==> src/rtl/radar_pack_pkg.sv <==
// Shared definitions for the radar Rx packer: FSM encoding, framing constants and helpers.
// Trailer length depends on RADAR_PACK_DROPCNT_EN.
package radar_pack_pkg;

    typedef enum logic [2:0] {
        ST_IDLE   = 3'd0,
        ST_HDR0   = 3'd1,
        ST_HDR1   = 3'd2,
        ST_DATA_I = 3'd3,
        ST_DATA_Q = 3'd4,
        ST_TRL    = 3'd5
    } state_e;

    localparam logic [15:0] SYNC_WORD_DEF = 16'hA5A5;
    localparam int          HDR_WORDS     = 2;
`ifdef RADAR_PACK_DROPCNT_EN
    localparam int          TRL_WORDS     = 2;
`else
    localparam int          TRL_WORDS     = 1;
`endif

    function automatic logic [15:0] sat_inc16(input logic [15:0] v);
        return (v == 16'hFFFF) ? v : v + 16'd1;
    endfunction

endpackage

==> src/rtl/radar_pair_fifo.sv <==
// Pair buffer between the echo strobe and the framing FSM: AW+1 bit pointers with a wrap bit,
// synchronous write, combinational head read.
module radar_pair_fifo #(
    parameter int AW = 4,
    parameter int DW = 32
) (
    input  logic          clk_i,
    input  logic          rst_n_i,
    input  logic          push_i,
    input  logic [DW-1:0] din_i,
    input  logic          pop_i,
    output logic [DW-1:0] dout_o,
    output logic          full_o,
    output logic          empty_o
);

    localparam int DEPTH = 1 << AW;
    localparam logic [AW:0] PTR_ONE = {{AW{1'b0}}, 1'b1};

    logic [DW-1:0] mem_q [DEPTH];
    logic [AW:0]   wr_ptr_q, wr_ptr_d;
    logic [AW:0]   rd_ptr_q, rd_ptr_d;
    logic          do_push, do_pop;

    assign full_o  = (wr_ptr_q[AW-1:0] == rd_ptr_q[AW-1:0]) && (wr_ptr_q[AW] != rd_ptr_q[AW]);
    assign empty_o = (wr_ptr_q == rd_ptr_q);
    assign do_push = push_i & ~full_o;
    assign do_pop  = pop_i & ~empty_o;
    assign dout_o  = mem_q[rd_ptr_q[AW-1:0]];

    always_comb begin
        wr_ptr_d = wr_ptr_q;
        rd_ptr_d = rd_ptr_q;
        if (do_push) wr_ptr_d = wr_ptr_q + PTR_ONE;
        if (do_pop)  rd_ptr_d = rd_ptr_q + PTR_ONE;
    end

    always_ff @(posedge clk_i or negedge rst_n_i) begin
        if (!rst_n_i) begin
            wr_ptr_q <= '0;
            rd_ptr_q <= '0;
        end else begin
            wr_ptr_q <= wr_ptr_d;
            rd_ptr_q <= rd_ptr_d;
        end
    end

    // Storage carries data only, so it is left out of reset.
    always_ff @(posedge clk_i) begin
        if (do_push) mem_q[wr_ptr_q[AW-1:0]] <= din_i;
    end

endmodule

==> src/rtl/radar_rx_packer.sv <==
// Frames echo I/Q pairs into 16-bit Rx FIFO words: sync, pulse number, I/Q pairs, trailer.
// Define RADAR_PACK_DROPCNT_EN to append a saturating drop count after the pair count.
module radar_rx_packer
    import radar_pack_pkg::*;
#(
    parameter int          AW        = 4,
    parameter logic [15:0] SYNC_WORD = SYNC_WORD_DEF
) (
    input  logic        clk_i,
    input  logic        rst_n_i,
    input  logic        ena_i,
    input  logic [15:0] pulse_num_i,
    input  logic        rx_strobe_i,
    input  logic [15:0] rx_i_i,
    input  logic [15:0] rx_q_i,
    input  logic        fifo_full_i,
    output logic        fifo_we_o,
    output logic [15:0] fifo_data_o,
    output logic        overrun_o,
    output logic        busy_o
);

    state_e      state_q, state_d;
    logic        ena_d_q;
    logic        open_q, open_d;
    logic [15:0] pnum_q, pnum_d;
    logic [15:0] cnt_q, cnt_d;
    logic        overrun_q, overrun_d;
    logic        fifo_we_q, fifo_we_d;
    logic [15:0] fifo_data_q, fifo_data_d;
`ifdef RADAR_PACK_DROPCNT_EN
    logic [15:0] dropcnt_q, dropcnt_d;
    logic        trl_sel_q, trl_sel_d;
`endif

    logic        rise, fall, start, skip, accept, push, drop, pop;
    logic        buf_full, buf_empty;
    logic [31:0] buf_head;

    assign rise   = ena_i & ~ena_d_q;
    assign fall   = ~ena_i & ena_d_q;
    assign start  = rise & (state_q == ST_IDLE);
    assign skip   = rise & (state_q != ST_IDLE);
    // The rise cycle itself already belongs to the new record.
    assign accept = rx_strobe_i & ena_i & (open_q | start);
    assign push   = accept & ~buf_full;
    assign drop   = accept & buf_full;

    radar_pair_fifo #(.AW(AW), .DW(32)) u_pair_fifo (
        .clk_i   (clk_i),
        .rst_n_i (rst_n_i),
        .push_i  (push),
        .din_i   ({rx_i_i, rx_q_i}),
        .pop_i   (pop),
        .dout_o  (buf_head),
        .full_o  (buf_full),
        .empty_o (buf_empty)
    );

    always_comb begin
        open_d    = open_q;
        pnum_d    = pnum_q;
        cnt_d     = cnt_q;
        overrun_d = overrun_q | drop | skip;
        if (start) begin
            open_d = 1'b1;
            pnum_d = pulse_num_i;
        end else if (fall) begin
            open_d = 1'b0;
        end
        if (start)     cnt_d = push ? 16'd1 : 16'd0;
        else if (push) cnt_d = sat_inc16(cnt_q);
    end

`ifdef RADAR_PACK_DROPCNT_EN
    always_comb begin
        dropcnt_d = dropcnt_q;
        if (start)     dropcnt_d = drop ? 16'd1 : 16'd0;
        else if (drop) dropcnt_d = sat_inc16(dropcnt_q);
    end
`endif

    always_comb begin
        state_d     = state_q;
        fifo_we_d   = 1'b0;
        fifo_data_d = fifo_data_q;
        pop         = 1'b0;
`ifdef RADAR_PACK_DROPCNT_EN
        trl_sel_d   = trl_sel_q;
`endif
        case (state_q)
            ST_IDLE: if (start) state_d = ST_HDR0;
            ST_HDR0: if (!fifo_full_i) begin
                fifo_we_d   = 1'b1;
                fifo_data_d = SYNC_WORD;
                state_d     = ST_HDR1;
            end
            ST_HDR1: if (!fifo_full_i) begin
                fifo_we_d   = 1'b1;
                fifo_data_d = pnum_q;
                state_d     = ST_DATA_I;
            end
            ST_DATA_I: begin
                if (!buf_empty) begin
                    if (!fifo_full_i) begin
                        fifo_we_d   = 1'b1;
                        fifo_data_d = buf_head[31:16];
                        state_d     = ST_DATA_Q;
                    end
                end else if (!open_q) begin
                    state_d = ST_TRL;
                end
            end
            ST_DATA_Q: if (!fifo_full_i) begin
                fifo_we_d   = 1'b1;
                fifo_data_d = buf_head[15:0];
                pop         = 1'b1;
                state_d     = ST_DATA_I;
            end
            ST_TRL: if (!fifo_full_i) begin
                fifo_we_d = 1'b1;
`ifdef RADAR_PACK_DROPCNT_EN
                if (!trl_sel_q) begin
                    fifo_data_d = cnt_q;
                    trl_sel_d   = 1'b1;
                end else begin
                    fifo_data_d = dropcnt_q;
                    trl_sel_d   = 1'b0;
                    state_d     = ST_IDLE;
                end
`else
                fifo_data_d = cnt_q;
                state_d     = ST_IDLE;
`endif
            end
            default: state_d = ST_IDLE;
        endcase
    end

    always_ff @(posedge clk_i or negedge rst_n_i) begin
        if (!rst_n_i) begin
            state_q     <= ST_IDLE;
            ena_d_q     <= 1'b0;
            open_q      <= 1'b0;
            pnum_q      <= '0;
            cnt_q       <= '0;
            overrun_q   <= 1'b0;
            fifo_we_q   <= 1'b0;
            fifo_data_q <= '0;
`ifdef RADAR_PACK_DROPCNT_EN
            dropcnt_q   <= '0;
            trl_sel_q   <= 1'b0;
`endif
        end else begin
            state_q     <= state_d;
            ena_d_q     <= ena_i;
            open_q      <= open_d;
            pnum_q      <= pnum_d;
            cnt_q       <= cnt_d;
            overrun_q   <= overrun_d;
            fifo_we_q   <= fifo_we_d;
            fifo_data_q <= fifo_data_d;
`ifdef RADAR_PACK_DROPCNT_EN
            dropcnt_q   <= dropcnt_d;
            trl_sel_q   <= trl_sel_d;
`endif
        end
    end

    assign fifo_we_o   = fifo_we_q;
    assign fifo_data_o = fifo_data_q;
    assign overrun_o   = overrun_q;
    assign busy_o      = (state_q != ST_IDLE);

endmodule

==> config.mk <==
export PLATFORM = sky130hd
export DESIGN_NAME = radar_rx_packer
export DESIGN_NICKNAME = d
export VERILOG_FILES = /design/src/rtl/radar_pack_pkg.sv /design/src/rtl/radar_pair_fifo.sv /design/src/rtl/radar_rx_packer.sv
export SDC_FILE = /design/constraint.sdc
export NUM_CORES = 1
export LEC_CHECK = 0
export BUFFER_PORTS_ARGS = -buffer_cell sky130_fd_sc_hd__buf_2
export CAP_MARGIN = 20
export CORE_ASPECT_RATIO = 1.25
export CORE_MARGIN = 2
export CORE_UTILIZATION = 50
export CTS_CLUSTER_SIZE = 10
export DETAILED_ROUTE_END_ITERATION = 10
export PLACE_DENSITY = 0.66
export SLEW_MARGIN = 10
export SYNTH_ARGS = -nofsm -noshare
export SYNTH_HDL_FRONTEND = slang
export SYNTH_SLANG_ARGS = --single-unit
==> constraint.sdc <==
create_clock -name clk_i -period 7.9 [get_ports clk_i]
set_clock_uncertainty 0.2 [all_clocks]
set_input_delay 0.395 -clock clk_i [delete_from_list [all_inputs] [get_ports clk_i]]
set_output_delay 0.395 -clock clk_i [all_outputs]
set_load 0.1 [all_outputs]
==> results.md, run 1 <==
* MaxCap Viol Count at 0
* Clk pwr share at 31.5%
* RSZ-0062 raised after global routing: no
* Global-route wire length before repair at 81.2 mm
* Routed length per instance at 26.5 um
* Number of global-route vias before repair at roughly 13,000
* Die H at 244 um
* Number of synthesized flops with an enable pin at 512
* Util after Layout at 58.0%
* Status: finished clean
* Critical path's top delay family: simple AND/OR/NAND/NOR gates
* Largest cells by area after synthesis: edfxtp_1, mux4_2, dfrtp_1
* Tcrit/Tclk final at 52.6%
* Yosys top cell area share at 66.7%
* Die W at 196 um
* CTS Buf Count at 68
* Flop pwr share at 44.0%
* WP data required at 7920 ps
* CTS tree: done
* Final Slew Violations at 0
* Mapped Nets at 1,324
* CP Class: reg -> reg
* Clock sink total at 577
* Area leader, netlist: edfxtp_1
* Post-synth ARST share at 11.3%
* DR vias at around 12,000
* Worst hold slack at 24.6 ps
* Met2 Usage GRT at 38.2%
* Post-CTS Hold Fix Bufs at 47
* Reg2Reg Depth at 7
* Final setup violation count at 0
* Core Box Area at between 40,000 and 50,000 um^2
* Synth unique cells at 62
* Min-delay src: rx_i_i[2]
* Maximum clock rate at 241 MHz
* Post-Syn Area at 23,100 um^2
* GP Congestion at roughly 0.83
* R2r startpoint: u_pair_fifo.rd_ptr_q[1]$_DFFE_PN0P_
* Post-route DRC at 0
* Cells after Synth at ~1,300
* Hold Fails Final Rpt at 0
* Pre-CTS setup slack at 3740 ps
* Max VDD drop at 244 uV
* Hold path depth at 1
* Busiest grt layer: met2
* H-tree levels at 3
* P_int at 5.96 mW
* CTS resizes at 0
* Synthesis Warnings at 0
* Reg clk slew, reported paths at 50 ps
* # rows at 88
* N_diodes at 0
* Worst path arrival time at 4170 ps
* Port Buffer Count at 71
* CP Capture Type: flop
* Largest net degree at the start of global routing at 66
* GRT met3 Usage at 4.36%
* Worst slew pin tran at 1100 ps
* Met1 Track Usage GR at a little under a third
* Via density at 6.13
* Register area share after synthesis at 73.7%
* Ports at between 70 and 80
* Minimum clock period at 4160 ps
* Setup bufs post-CTS at 0
* Part of the power in combinational logic at 24.6%
* Setup TNS at 0 ps
* Initial DRC count at around 1,100
* CTS root buffer: clkbuf_16
* Antenna Violating Nets Remaining at 0
* Pwr per Cell Area at 328 nW/um^2
* Final WL at 53.7 mm
* Worst r2r dst: u_pair_fifo.mem_q[1][5]$_DFFE_PP_
* Psw at ~2.8 mW
* Overflow left after global routing at 0
* Initial antenna violation count at 0
* Switching Fraction at 31.7%
* # fillers at 3,445
* Hold EP: u_pair_fifo.mem_q[11][18]$_DFFE_PP_
* Tot GR Track Use at a little under a quarter
* HPWL after detailed placement at 32.6 mm
* Critical Path Max Stage Delay at 1080 ps
* Most frequent CP cell: buf_4
* Mapped Avg Cell Area at 18.3 um^2
* CP cell instances: xor2_1 > nor4_2 > a221oi_1 > buf_4 > nand2_1 > nor3_2 > buf_4
* Buffers and inverters on the worst path at 2
* Static leakage at 8.85 nW
* Crit path launch type: flop
* Slowest cell on crit path: dfrtp_4
* Multi-input logic area at 5770 um^2
* Most used DFF post-synth: edfxtp_1
* Worst slew margin at 26.9%
* Share of cells above drive strength 1 at 21.9%
* Die ar. at ~48,000 um^2
* R2r setup slk at between 3000 and 4000 ps
* Final worst slack at 3740 ps
* Worst hold path type: in -> reg
* First-pass iteration count of the detailed router at 5
* Synthesized flop and latch total at 577
* Later-pin clock latency in the skew report at between 500 and 600 ps
* Nets@finish at 1,469
* Starting density of the core at 50.3%
* Worst Path Max Fanout at 57
* Clock tree buffer depth at 3
* FF/Latch Area at 17,000 um^2
* Area growth syn-to-layout at 15.2%
cells in the mapped netlist, types with 3 or more instances:
| library cell | n |
|---|---|
| xnor2_1 | 9 |
| mux2i_1 | 74 |
| and2_1 | 4 |
| nor2_1 | 23 |
| a22oi_1 | 40 |
| a21oi_1 | 34 |
| mux2_2 | 15 |
| nand3b_1 | 5 |
| o21ai_0 | 14 |
| a221oi_1 | 8 |
| inv_1 | 8 |
| buf_1 | 4 |
| ha_1 | 8 |
| buf_6 | 4 |
| nor2b_1 | 6 |
| nor4_1 | 3 |
| edfxtp_1 | 512 |
| dfrtp_1 | 65 |
| clkbuf_1 | 24 |
| nand4b_1 | 5 |
| nand2_1 | 86 |
| a221o_1 | 9 |
| mux4_2 | 96 |
| buf_2 | 31 |
| nand3_1 | 47 |
| nor3_1 | 10 |
| nand4_1 | 11 |
| nand2b_1 | 7 |
| a222oi_1 | 6 |
| o211ai_1 | 11 |
| buf_4 | 10 |
| o31ai_1 | 6 |
| xor2_1 | 6 |
| or4_1 | 7 |
| and3b_1 | 8 |
| and3_1 | 12 |
worst max path at each step:
stage,start,endpoint,depth (start not counted)
2_1_floorplan,state_q[1]$_DFFE_PN0P_,u_pair_fifo.mem_q[0][0]$_DFFE_PP_,7
3_3_place_gp,u_pair_fifo.rd_ptr_q[1]$_DFFE_PN0P_,u_pair_fifo.mem_q[1][21]$_DFFE_PP_,7
3_5_place_dp,u_pair_fifo.rd_ptr_q[1]$_DFFE_PN0P_,u_pair_fifo.mem_q[1][21]$_DFFE_PP_,7
4_1_cts,u_pair_fifo.rd_ptr_q[1]$_DFFE_PN0P_,u_pair_fifo.mem_q[1][5]$_DFFE_PP_,7
5_1_grt,u_pair_fifo.rd_ptr_q[1]$_DFFE_PN0P_,u_pair_fifo.mem_q[1][24]$_DFFE_PP_,7
6_report,u_pair_fifo.rd_ptr_q[1]$_DFFE_PN0P_,u_pair_fifo.mem_q[1][5]$_DFFE_PP_,7
layer usage:
metal | vias to the layer above | share of wire, %
met5 | - | 0
met4 | 0 | 2.6
met3 | 89 | 6.7
met2 | 522 | 50
met1 | 6437 | 40
li1 | 5409 | -
state kept, by name (all words and copies together) (netlist names), 3 cells and up:
register              count
u_pair_fifo.rd_ptr_q      5
u_pair_fifo.wr_ptr_q      5
cnt_q                    16
fifo_data_o              16
u_pair_fifo.mem_q       512
pnum_q                   16
state_q                   3
power groups by stage:
stage | Combinational [mW] | Clock [mW] | Sequential, mW
after global routing | 2.28 | 2.91 | 3.86
after global placement | 2.10 | 0 | 3.88
final | 2.14 | 2.75 | 3.83
after CTS | 2.15 | 2.80 | 3.83
after floorplan | 1.43 | 0 | 3.95
after detailed placement | 2.13 | 0 | 3.89
cell type report:
| cell class | instances | area share [%] |
|---|---|---|
| timing repair buffer | 148 | 4.13 |
| inverter | 10 | 0.141 |
| clock inverter | 9 | 0.240 |
| tap | 585 | 2.76 |
| sequential | 577 | 64.0 |
| clock buffer | 99 | 6.96 |
| multi-input combinational | 603 | 21.7 |
kinds of logic (layout without fill, tap and decap cells):
family,count (synthesis),in the layout,synth area share [%]
and+or+nand+nor,250,250,5.69
muxes,185,185,13.3
buffers and inverters,83,266,1.81
xor gates and xnor gates,15,15,0.570
adders and majority gates,8,8,0.434
DFF,577,577,73.7
AOI/OAI and AO/OA,145,145,4.44
cells in the final DEF, fill, tap and decap left out, types with 9 or more instances in the layout:
cell	n
a21oi_1	34
dfrtp_1	62
nand4_1	11
o21ai_0	14
clkbuf_1	29
edfxtp_1	512
xnor2_1	9
o211ai_1	11
and3_1	12
a221o_1	9
nor2_1	12
nand3_1	47
buf_2	71
nand2_1	86
nor2_4	11
clkbuf_16	69
mux2_2	15
mux2i_1	74
dlygate4sd3_1	47
buf_4	27
a22oi_1	40
mux4_2	96
stage by stage:
| stage | area (um^2) | cells | power [mW] |
|---|---|---|---|
| floorplan | 23100 | 1263 | 5.38 |
| global placement | 24100 | 1873 | 5.98 |
| detailed placement | 24200 | 1876 | 6.02 |
| CTS | 26600 | 2031 | 8.78 |
| global route | 26600 | 2031 | 9.05 |
| finish | 26600 | 2031 | 8.72 |
No activity file was read; power rests on OpenSTA's default activity.
==> run 2: changes to the inputs <==
==> constraint.sdc (replaced) <==
create_clock -name clk_i -period 4.2 [get_ports clk_i]
set_clock_uncertainty 0.2 [all_clocks]
set_input_delay 0.21 -clock clk_i [delete_from_list [all_inputs] [get_ports clk_i]]
set_output_delay 0.21 -clock clk_i [all_outputs]
set_load 0.1 [all_outputs]
==> run 2 against run 1 <==
Net effect: hold slack improved by 120 ps; core utilization rose by 0.26 points; highest routed layer unchanged; total power up 88%; largest cell class unchanged; clock power grew 88%; largest power group unchanged; setup slack worse by 3000 ps; critical path depth is the same; final cell count increased by 0.30%; fmax rose by 20%.
==> results.md, run 2 (synthesized netlist as in run 1, its figures left out) <==
* Status: finished clean
* Multi-input logic area at 5800 um^2
* RSZ-0062 raised after global routing: no
* Die H at 244 um
* H-tree levels at 3
* # fillers at 3,425
* Final setup violation count at 0
* Final WL at about 55 mm
* Most frequent cells in the layout: edfxtp_1, mux4_2, nand2_1, mux2i_1
* Max VDD drop at around 430 uV
* CTS root buffer: clkbuf_16
* CP Class: reg -> reg
* Via density at 6.16
* Tcrit/Tclk final at 82.2%
* Commonest non-fill, non-tap cell in the layout: edfxtp_1
* Crit path launch type: flop
* Setup bufs post-CTS at 0
* Die ar. at 47,900 um^2
* Final Slew Violations at 0
* Pwr per Cell Area at 615 nW/um^2
* Worst path arrival time at between 3000 and 4000 ps
* CP Capture Type: flop
* Overflow left after global routing at 0
* Worst slew pin tran at 1100 ps
* Number of global-route vias before repair at 12,800
* Ports at 72
* Setup TNS at 0 ps
* # rows at slightly below 90
* DR vias at 12,500
* Later-pin clock latency in the skew report at 590 ps
* HPWL after detailed placement at roughly 33 mm
* Final worst slack at around 750 ps
* Maximum clock rate at 290 MHz
* Util after Layout at 58.3%
* CTS Buf Count at just under 70
* Tot GR Track Use at 23.5%
* Worst Path Max Fanout at 22
* Largest net degree at the start of global routing at 145
* Max reg flops at ~510
* Pre-CTS setup slack at approximately 800 ps
* Global-route wire length before repair at between 80 and 90 mm
* N_diodes at 0
* Worst hold path type: in -> reg
* Static leakage at 8.90 nW
* FF/Latch Area at roughly 17,000 um^2
* Worst slew margin at a little over a quarter
* Clock tree buffer depth at 3
* Nets@finish at roughly 1,500
* Core Box Area at 45,800 um^2
* Starting density of the core at 50.3%
* First-pass iteration count of the detailed router at 7
* Share of cells above drive strength 1 at 22.2%
* CTS tree: done
* Reg clk slew, reported paths at about 50 ps
* Area growth syn-to-layout at 15.7%
* Initial DRC count at 1,260
* Hold Fails Final Rpt at 0
* Minimum clock period at ~3500 ps
* GP Congestion at 0.865
* MaxCap Viol Count at 0
* Port Buffer Count at about 70
* Antenna Violating Nets Remaining at 0
* Die W at 196 um
* WP data required at approximately 4200 ps
* Clock sink total at 577
* Initial antenna violation count at 0
* Post-route DRC at 0
* Routed length per instance at around 27 um
==> run 2: layer usage <==
metal	part of all wire (%)	up-vias	wire [um]	global-route usage, %
li1	-	5426	-	-
met1	41	6574	22500	31.8
met2	50	448	27500	39.2
met3	5.6	98	3080	3.74
met4	2.9	0	1600	8.38
met5	0	-	0	0
==> run 2: timing repair <==
item                      4_1_cts  5_1_grt
hold buffers                   54        0
hold endpoints to repair      567        0
resized for setup               0        0
==> run 2: stage by stage <==
step | instance area, um^2 | hold slack, ps | power (mW) | instances
finish | 26700 | 142 | 16.4 | 2037
global placement | 24200 | 52.5 | 11.3 | 1883
CTS | 26700 | 122 | 16.5 | 2037
detailed placement | 24200 | 56.9 | 11.3 | 1883
floorplan | 23100 | -286 | 10.1 | 1263
global route | 26700 | 160 | 17.1 | 2037
==> run 2: final cells by class <==
type	count	area share (%)
Clock inverter	2	0.0656
Multi-Input combinational cell	603	21.7
Timing Repair Buffer	162	4.53
Clock buffer	98	7.04
Inverter	10	0.141
Sequential cell	577	63.8
Tap cell	585	2.74
==> run 2: path summary, 6_finish.rpt <==
path / start / to / slack (ps) / cells after the start
worst max register to register: state_q[0]$_DFFE_PN0P_ / u_pair_fifo.mem_q[2][19]$_DFFE_PP_ / 750 / 7
min in group asynchronous: rst_n_i / pnum_q[0]$_DFFE_PN0P_ / 450 / 4
worst max-delay path: state_q[0]$_DFFE_PN0P_ / u_pair_fifo.mem_q[2][19]$_DFFE_PP_ / 750 / 7
worst min register to register: ena_d_q$_DFF_PN0_ / open_q$_DFFE_PN0P_ / 280 / 1
max in group asynchronous: rst_n_i / u_pair_fifo.rd_ptr_q[1]$_DFFE_PN0P_ / 2710 / 4
worst min-delay path: ena_i / ena_d_q$_DFF_PN0_ / 140 / 2
==> run 2: power breakdown <==
group	switching (mW)	internal [mW]	total [mW]
clock	2.11	3.06	5.17
combinational	2.65	1.61	4.26
sequential	0.360	6.63	6.99
==> run 2: worst max-delay path, cell delays in order (launching register included) <==
cell      delay (ps)
dfrtp_1          640
nor3_4           320
nand2_1          110
a221oi_1         250
buf_4            240
nand2_1          130
nor3_4           710
buf_4            490
